## config.mk

```make
export PLATFORM = sky130hd
export DESIGN_NAME = fetch_group_queue_flat
export DESIGN_NICKNAME = d
export VERILOG_FILES = /design/src/rtl/fetch_group_queue_if.sv /design/src/rtl/fetch_group_queue.sv /design/src/flat_wrapper.sv
export SDC_FILE = /design/constraint.sdc
export NUM_CORES = 1
export LEC_CHECK = 0
export CORE_MARGIN = 1.5
export CORE_UTILIZATION = 56
export DETAILED_ROUTE_END_ITERATION = 6
export PLACE_DENSITY_LB_ADDON = 0.05
export SLEW_MARGIN = 20
export SYNTH_ARGS = -nofsm -noshare
export SYNTH_HDL_FRONTEND = slang
export SYNTH_SLANG_ARGS = --single-unit
export TNS_END_PERCENT = 5
```

## constraint.sdc

```tcl
create_clock -name clk -period 10.1 [get_ports clk]
set_input_delay 2.02 -clock clk [delete_from_list [all_inputs] [get_ports clk]]
set_output_delay 2.02 -clock clk [all_outputs]
set_load 0.005 [all_outputs]
```

## src/rtl/fetch_group_queue_if.sv

```systemverilog
// Push/pop bundle between the fetch stage, the fetch group queue and the decoder.
interface fetch_group_queue_if #(
  parameter int FETCH_NUM = 2,
  parameter int POP_NUM   = 2,
  parameter int DEPTH     = 8
);
  logic                           flush;
  logic                           push_valid;
  logic [31:0]                    push_vaddr;
  logic [FETCH_NUM*32-1:0]        push_instr;
  logic [FETCH_NUM-1:0]           push_mask;
  logic                           push_ds_pending;
  logic                           push_is_ds;
  logic                           push_ready;
  logic                           push_replay;
  logic [$clog2(POP_NUM+1)-1:0]   pop_num;
  logic [POP_NUM*32-1:0]          pop_instr;
  logic [POP_NUM*32-1:0]          pop_vaddr;
  logic [POP_NUM-1:0]             pop_valid;
  logic [$clog2(DEPTH+1)-1:0]     count;
  logic                           empty;
  logic                           full;

  modport master (
    output flush, push_valid, push_vaddr, push_instr, push_mask,
           push_ds_pending, push_is_ds, pop_num,
    input  push_ready, push_replay, pop_instr, pop_vaddr, pop_valid,
           count, empty, full
  );

  modport slave (
    input  flush, push_valid, push_vaddr, push_instr, push_mask,
           push_ds_pending, push_is_ds, pop_num,
    output push_ready, push_replay, pop_instr, pop_vaddr, pop_valid,
           count, empty, full
  );
endinterface

```

## src/rtl/fetch_group_queue.sv

```systemverilog
// Compacting instruction queue: masked fetch lanes in, up to POP_NUM out per cycle.
// Define FETCH_QUEUE_STATS_EN to add the stat_replay/stat_empty cycle counters.
module fetch_group_queue #(
  parameter int FETCH_NUM = 2,
  parameter int POP_NUM   = 2,
  parameter int DEPTH     = 8
) (
  input  logic                 clk,
  input  logic                 rst,
  fetch_group_queue_if.slave   bus
`ifdef FETCH_QUEUE_STATS_EN
  ,
  output logic [31:0]          stat_replay,
  output logic [31:0]          stat_empty
`endif
);
  localparam int PW = $clog2(DEPTH);
  localparam int CW = $clog2(DEPTH+1);

  logic [31:0]   instr_mem [DEPTH];
  logic [31:0]   vaddr_mem [DEPTH];
  logic [PW-1:0] wr_ptr;
  logic [PW-1:0] rd_ptr;
  logic [CW-1:0] count_q;

  logic [CW-1:0] n;
  logic [CW-1:0] free;
  logic [CW-1:0] need;
  logic [CW-1:0] pop_cnt;
  logic [PW-1:0] lane_slot [FETCH_NUM];
  logic          push_accept;

  // Each valid lane lands at wr_ptr plus the number of valid lanes below it.
  always_comb begin
    n = '0;
    for (int i = 0; i < FETCH_NUM; i++) begin
      lane_slot[i] = wr_ptr + PW'(n);
      n = n + CW'(bus.push_mask[i]);
    end
  end

  // Space is judged on the registered count only; a same-cycle pop never helps.
  always_comb begin
    free        = CW'(DEPTH) - count_q;
    need        = n + CW'(bus.push_ds_pending);
    push_accept = bus.push_valid & ~bus.flush & (bus.push_is_ds | (free >= need));
  end

  assign bus.push_ready  = push_accept;
  assign bus.push_replay = bus.push_valid & ~bus.flush & ~push_accept;

  always_comb begin
    if (CW'(bus.pop_num) > count_q) pop_cnt = count_q;
    else                            pop_cnt = CW'(bus.pop_num);
  end

  always_ff @(posedge clk) begin
    if (rst || bus.flush) begin
      wr_ptr  <= '0;
      rd_ptr  <= '0;
      count_q <= '0;
    end else begin
      if (push_accept) wr_ptr <= wr_ptr + PW'(n);
      rd_ptr  <= rd_ptr + PW'(pop_cnt);
      count_q <= count_q + (push_accept ? n : '0) - pop_cnt;
    end
  end

  // Storage has no reset; entries are only meaningful below count.
  always_ff @(posedge clk) begin
    if (!rst && push_accept) begin
      for (int i = 0; i < FETCH_NUM; i++) begin
        if (bus.push_mask[i]) begin
          instr_mem[lane_slot[i]] <= bus.push_instr[32*i +: 32];
          vaddr_mem[lane_slot[i]] <= bus.push_vaddr + 32'(4*i);
        end
      end
    end
  end

  always_comb begin
    bus.pop_instr = '0;
    bus.pop_vaddr = '0;
    bus.pop_valid = '0;
    for (int i = 0; i < POP_NUM; i++) begin
      bus.pop_instr[32*i +: 32] = instr_mem[rd_ptr + PW'(i)];
      bus.pop_vaddr[32*i +: 32] = vaddr_mem[rd_ptr + PW'(i)];
      bus.pop_valid[i]          = (count_q > CW'(i));
    end
  end

  assign bus.count = count_q;
  assign bus.empty = (count_q == '0);
  assign bus.full  = (count_q > CW'(DEPTH-FETCH_NUM-1));

`ifdef FETCH_QUEUE_STATS_EN
  // Statistics survive flush; only reset clears them.
  always_ff @(posedge clk) begin
    if (rst) begin
      stat_replay <= '0;
      stat_empty  <= '0;
    end else begin
      if (bus.push_replay && (stat_replay != 32'hFFFF_FFFF)) stat_replay <= stat_replay + 32'd1;
      if (bus.empty && (stat_empty != 32'hFFFF_FFFF))        stat_empty  <= stat_empty + 32'd1;
    end
  end
`endif
endmodule

```

## src/flat_wrapper.sv

```systemverilog
// flat-port wrapper written by rule: the top's interface ports become plain ports
module fetch_group_queue_flat 
#(
  parameter int FETCH_NUM = 2,
  parameter int POP_NUM   = 2,
  parameter int DEPTH     = 8
)
  (clk, rst, bus_flush, bus_push_valid, bus_push_vaddr, bus_push_instr, bus_push_mask, bus_push_ds_pending, bus_push_is_ds, bus_pop_num, bus_push_ready, bus_push_replay, bus_pop_instr, bus_pop_vaddr, bus_pop_valid, bus_count, bus_empty, bus_full);
  fetch_group_queue_if #(.FETCH_NUM(FETCH_NUM), .POP_NUM(POP_NUM), .DEPTH(DEPTH)) bus_i ();
  input  logic clk;
  input  logic rst;
  input wire logic [$bits(bus_i.flush)-1:0] bus_flush;
  input wire logic [$bits(bus_i.push_valid)-1:0] bus_push_valid;
  input wire logic [$bits(bus_i.push_vaddr)-1:0] bus_push_vaddr;
  input wire logic [$bits(bus_i.push_instr)-1:0] bus_push_instr;
  input wire logic [$bits(bus_i.push_mask)-1:0] bus_push_mask;
  input wire logic [$bits(bus_i.push_ds_pending)-1:0] bus_push_ds_pending;
  input wire logic [$bits(bus_i.push_is_ds)-1:0] bus_push_is_ds;
  input wire logic [$bits(bus_i.pop_num)-1:0] bus_pop_num;
  output wire logic [$bits(bus_i.push_ready)-1:0] bus_push_ready;
  output wire logic [$bits(bus_i.push_replay)-1:0] bus_push_replay;
  output wire logic [$bits(bus_i.pop_instr)-1:0] bus_pop_instr;
  output wire logic [$bits(bus_i.pop_vaddr)-1:0] bus_pop_vaddr;
  output wire logic [$bits(bus_i.pop_valid)-1:0] bus_pop_valid;
  output wire logic [$bits(bus_i.count)-1:0] bus_count;
  output wire logic [$bits(bus_i.empty)-1:0] bus_empty;
  output wire logic [$bits(bus_i.full)-1:0] bus_full;
  assign bus_i.flush = bus_flush;
  assign bus_i.push_valid = bus_push_valid;
  assign bus_i.push_vaddr = bus_push_vaddr;
  assign bus_i.push_instr = bus_push_instr;
  assign bus_i.push_mask = bus_push_mask;
  assign bus_i.push_ds_pending = bus_push_ds_pending;
  assign bus_i.push_is_ds = bus_push_is_ds;
  assign bus_i.pop_num = bus_pop_num;
  assign bus_push_ready = bus_i.push_ready;
  assign bus_push_replay = bus_i.push_replay;
  assign bus_pop_instr = bus_i.pop_instr;
  assign bus_pop_vaddr = bus_i.pop_vaddr;
  assign bus_pop_valid = bus_i.pop_valid;
  assign bus_count = bus_i.count;
  assign bus_empty = bus_i.empty;
  assign bus_full = bus_i.full;
  fetch_group_queue #(.FETCH_NUM(FETCH_NUM), .POP_NUM(POP_NUM), .DEPTH(DEPTH)) u_core (.clk(clk), .rst(rst), .bus(bus_i));
endmodule
```

==> results_dict.tcl <==
set metrics [dict create \
    outcome "finished clean" \
    synth_ff_type "edfxtp_1" \
    cts_setup_buffers 0 \
    netlist-cell-type-count 54 \
    synth_most_common_cell "nand2_1" \
    worst_pin_slew_ns 1.20 \
    synthTopCellsByArea "edfxtp_1 50%, mux4_2 19%, nand2_1 7.9%" \
    yosys-top-cells-count "654 x nand2_1, 512 x edfxtp_1, 256 x mux4_2" \
    synthCells 2448 \
    yosysWarnings 0 \
    ys_seq_area_share_pct 50.3 \
    cts_resized 0 \
    post-route-util_pct 64.8 \
    drive_gt1_share_pct 23.0 \
    avgRoutedWirePerCell_um 27.1 \
    worstSkewPairLatency_ns 0.62 \
    crit_required_ns 8.08 \
    grt_pass1_vias 21500 \
    worst_setup_path_end_kind "output port" \
    cts_tree "yes" \
    placementRows 86 \
    period_share_pct 72.3 \
    numCtsBuffers 55 \
    dp_hpwl_um 51100 \
    n_fill_cell 4113 \
    path_class "primary input to output port" \
    syn2layout_area_growth_pct 14.8 \
    power_report.internal_total_mw 4.75 \
    max-vdd-ir-drop_uv 123 \
    combPwrFrac_pct 34.2 \
    drtAntennaViolNets 0 \
    grt_pass1_wl_um 135000 \
    firstDrtPassIters 5 \
    setup_viol 0 \
    drv_slew 0 \
    drc 0 \
    min_path_type "flop to flop" \
    root_buffer "clkbuf_16" \
    switching_share_pct 29.1 \
    grt_overflow_total 0 \
    critical_path.startpoint_type "primary input" \
    async_flop_share_pct 0 \
    grt_usage_pct 32.1 \
    cts_sinks 522 \
    core_sq_um 54900 \
    port-buffer-count 243 \
    crit_fanout 16 \
    cp.arrival_ns 5.29 \
    synth_nets 2582 \
    synth.top_cell.area_share_pct 49.6 \
    grt_max_degree 140 \
    syn-mean-instance-area_sq_um 12.7 \
    htreeDepth 2 \
    finalCriticalPeriod_ns 7.31 \
    hold_violations 0 \
    finalSetupTns_ns 0 \
    maxSlewHeadroom_pct 19.9 \
    fin_skew_ns 0.0176 \
    die_w_um 238 \
    drt_iter0_markers 2285 \
    vias 21100 \
    start_util_pct 56.5 \
    postRouteWirelength_um 89600 \
    power_switching_mw 1.95 \
    synth_edf_count 512 \
    cts.path.max_buffers 3 \
    yosysTopAreaCell "edfxtp_1" \
    netlist_area_sq_um 31000 \
    rsz0062_at_grt "no" \
    vias_per_cell 6.37 \
    p_leak_nw 12.2 \
    stdcell_count 3313 \
    num_io_pins 244 \
    pwr-share-seq_pct 37.2 \
    synth-seq-cells 522 \
    powerDensity_nw_per_um2 188 \
    die-height_um 238 \
    max_freq_mhz 137 \
    nNetsFinal 2707 \
    gp_congestion 0.864 \
    maxCapViolations 0 \
    die_area_sq_um 56800 \
    antenna_found_initial 4 \
    clkPwrFrac_pct 28.5 \
    cts.clk_slew.worst_paths_ns 0.06 \
    dp.cells 3220 \
    cts_hold_buffers 0 \
]
## stage by stage
stage          instance area (sq um)  hold slack [ns]  total power, mW  worst slack [ns]
6_report                       35600            0.535             6.70              2.79
5_1_grt                        35600            0.594             6.94              2.66
4_1_cts                        35600            0.530             6.73              2.81
3_5_place_dp                   33900            0.523             4.84              2.82
3_3_place_gp                   33900            0.539             4.81              2.81
2_1_floorplan                  31000            0.478             3.89              1.06
## worst paths after layout
path | start | to | slack (ns) | depth (start not counted)
worst max register to register | u_core.bus.count[0] | u_core.instr_mem[1][9] | 5.35 | 10
worst min register to register | u_core.wr_ptr[0] | u_core.wr_ptr[0] | 0.54 | 2
worst max-delay path | bus_push_mask[0] | bus_push_ready | 2.79 | 11
worst min-delay path | u_core.wr_ptr[0] | u_core.wr_ptr[0] | 0.54 | 2
## flip-flops by register name (all words and copies together) (netlist names)
name / cells
u_core.bus.count: 4
u_core.instr_mem: 256
u_core.rd_ptr: 3
u_core.vaddr_mem: 256
u_core.wr_ptr: 3
## metal layers
| layer | routed length (um) | global-route usage [%] | vias up |
|---|---|---|---|
| met5 | 16 | 0 | - |
| met4 | 2470 | 9.80 | 4 |
| met3 | 6260 | 3.62 | 171 |
| met2 | 45600 | 54.9 | 952 |
| met1 | 35300 | 43.6 | 10900 |
| li1 | - | - | 9111 |
## critical path, stage by stage
cell and delay, ns:
clkdlybuf4s50_1 0.57, inv_1 0.11, fa_1 0.52, inv_1 0.04
ha_1 0.25, or3b_2 0.48, o211a_1 0.27, o21ai_1 0.18
buf_4 0.28, nor2_1 0.11, clkdlybuf4s50_1 0.46
## final cells by class
class,instances,area (sq um),share of cell area [%]
Antenna cell,2,5.00,0.0141
Clock buffer,61,1400,3.93
Clock inverter,30,225,0.633
Inverter,26,97.6,0.274
Multi-Input combinational cell,1685,14600,41.1
Sequential cell,522,15600,43.8
Tap cell,704,881,2.48
Timing Repair Buffer,283,2750,7.72
## placed cells by master (no fill, tap or decap), drive strengths merged, types with 27 or more instances in the layout
cell           count
nor2             189
buf               40
clkdlybuf4s50    243
xor2             170
mux2             194
edfxtp           512
inv               27
mux4             256
xnor2             56
clkbuf            61
nand2            654
## power by group through the flow
stage	clock, mW	combinational [mW]	sequential, mW
after floorplan	0	1.40	2.49
after CTS	1.92	2.31	2.50
after global placement	0	2.28	2.54
after detailed placement	0	2.29	2.54
after global routing	2.00	2.44	2.50
final	1.91	2.29	2.50
## kinds of logic after synthesis
| group | Yosys count | share of synthesized area [%] |
|---|---|---|
| AND/OR/NAND/NOR | 922 | 11.8 |
| flip-flops | 522 | 50.3 |
| multiplexers | 450 | 25.7 |
| buffers and inverters | 241 | 3.28 |
| XOR/XNOR | 226 | 6.39 |
| AO/OA/AOI/OAI | 59 | 1.35 |
| adder cells (fa/ha/maj) | 28 | 1.25 |
No activity file was read; power rests on OpenSTA's default activity.
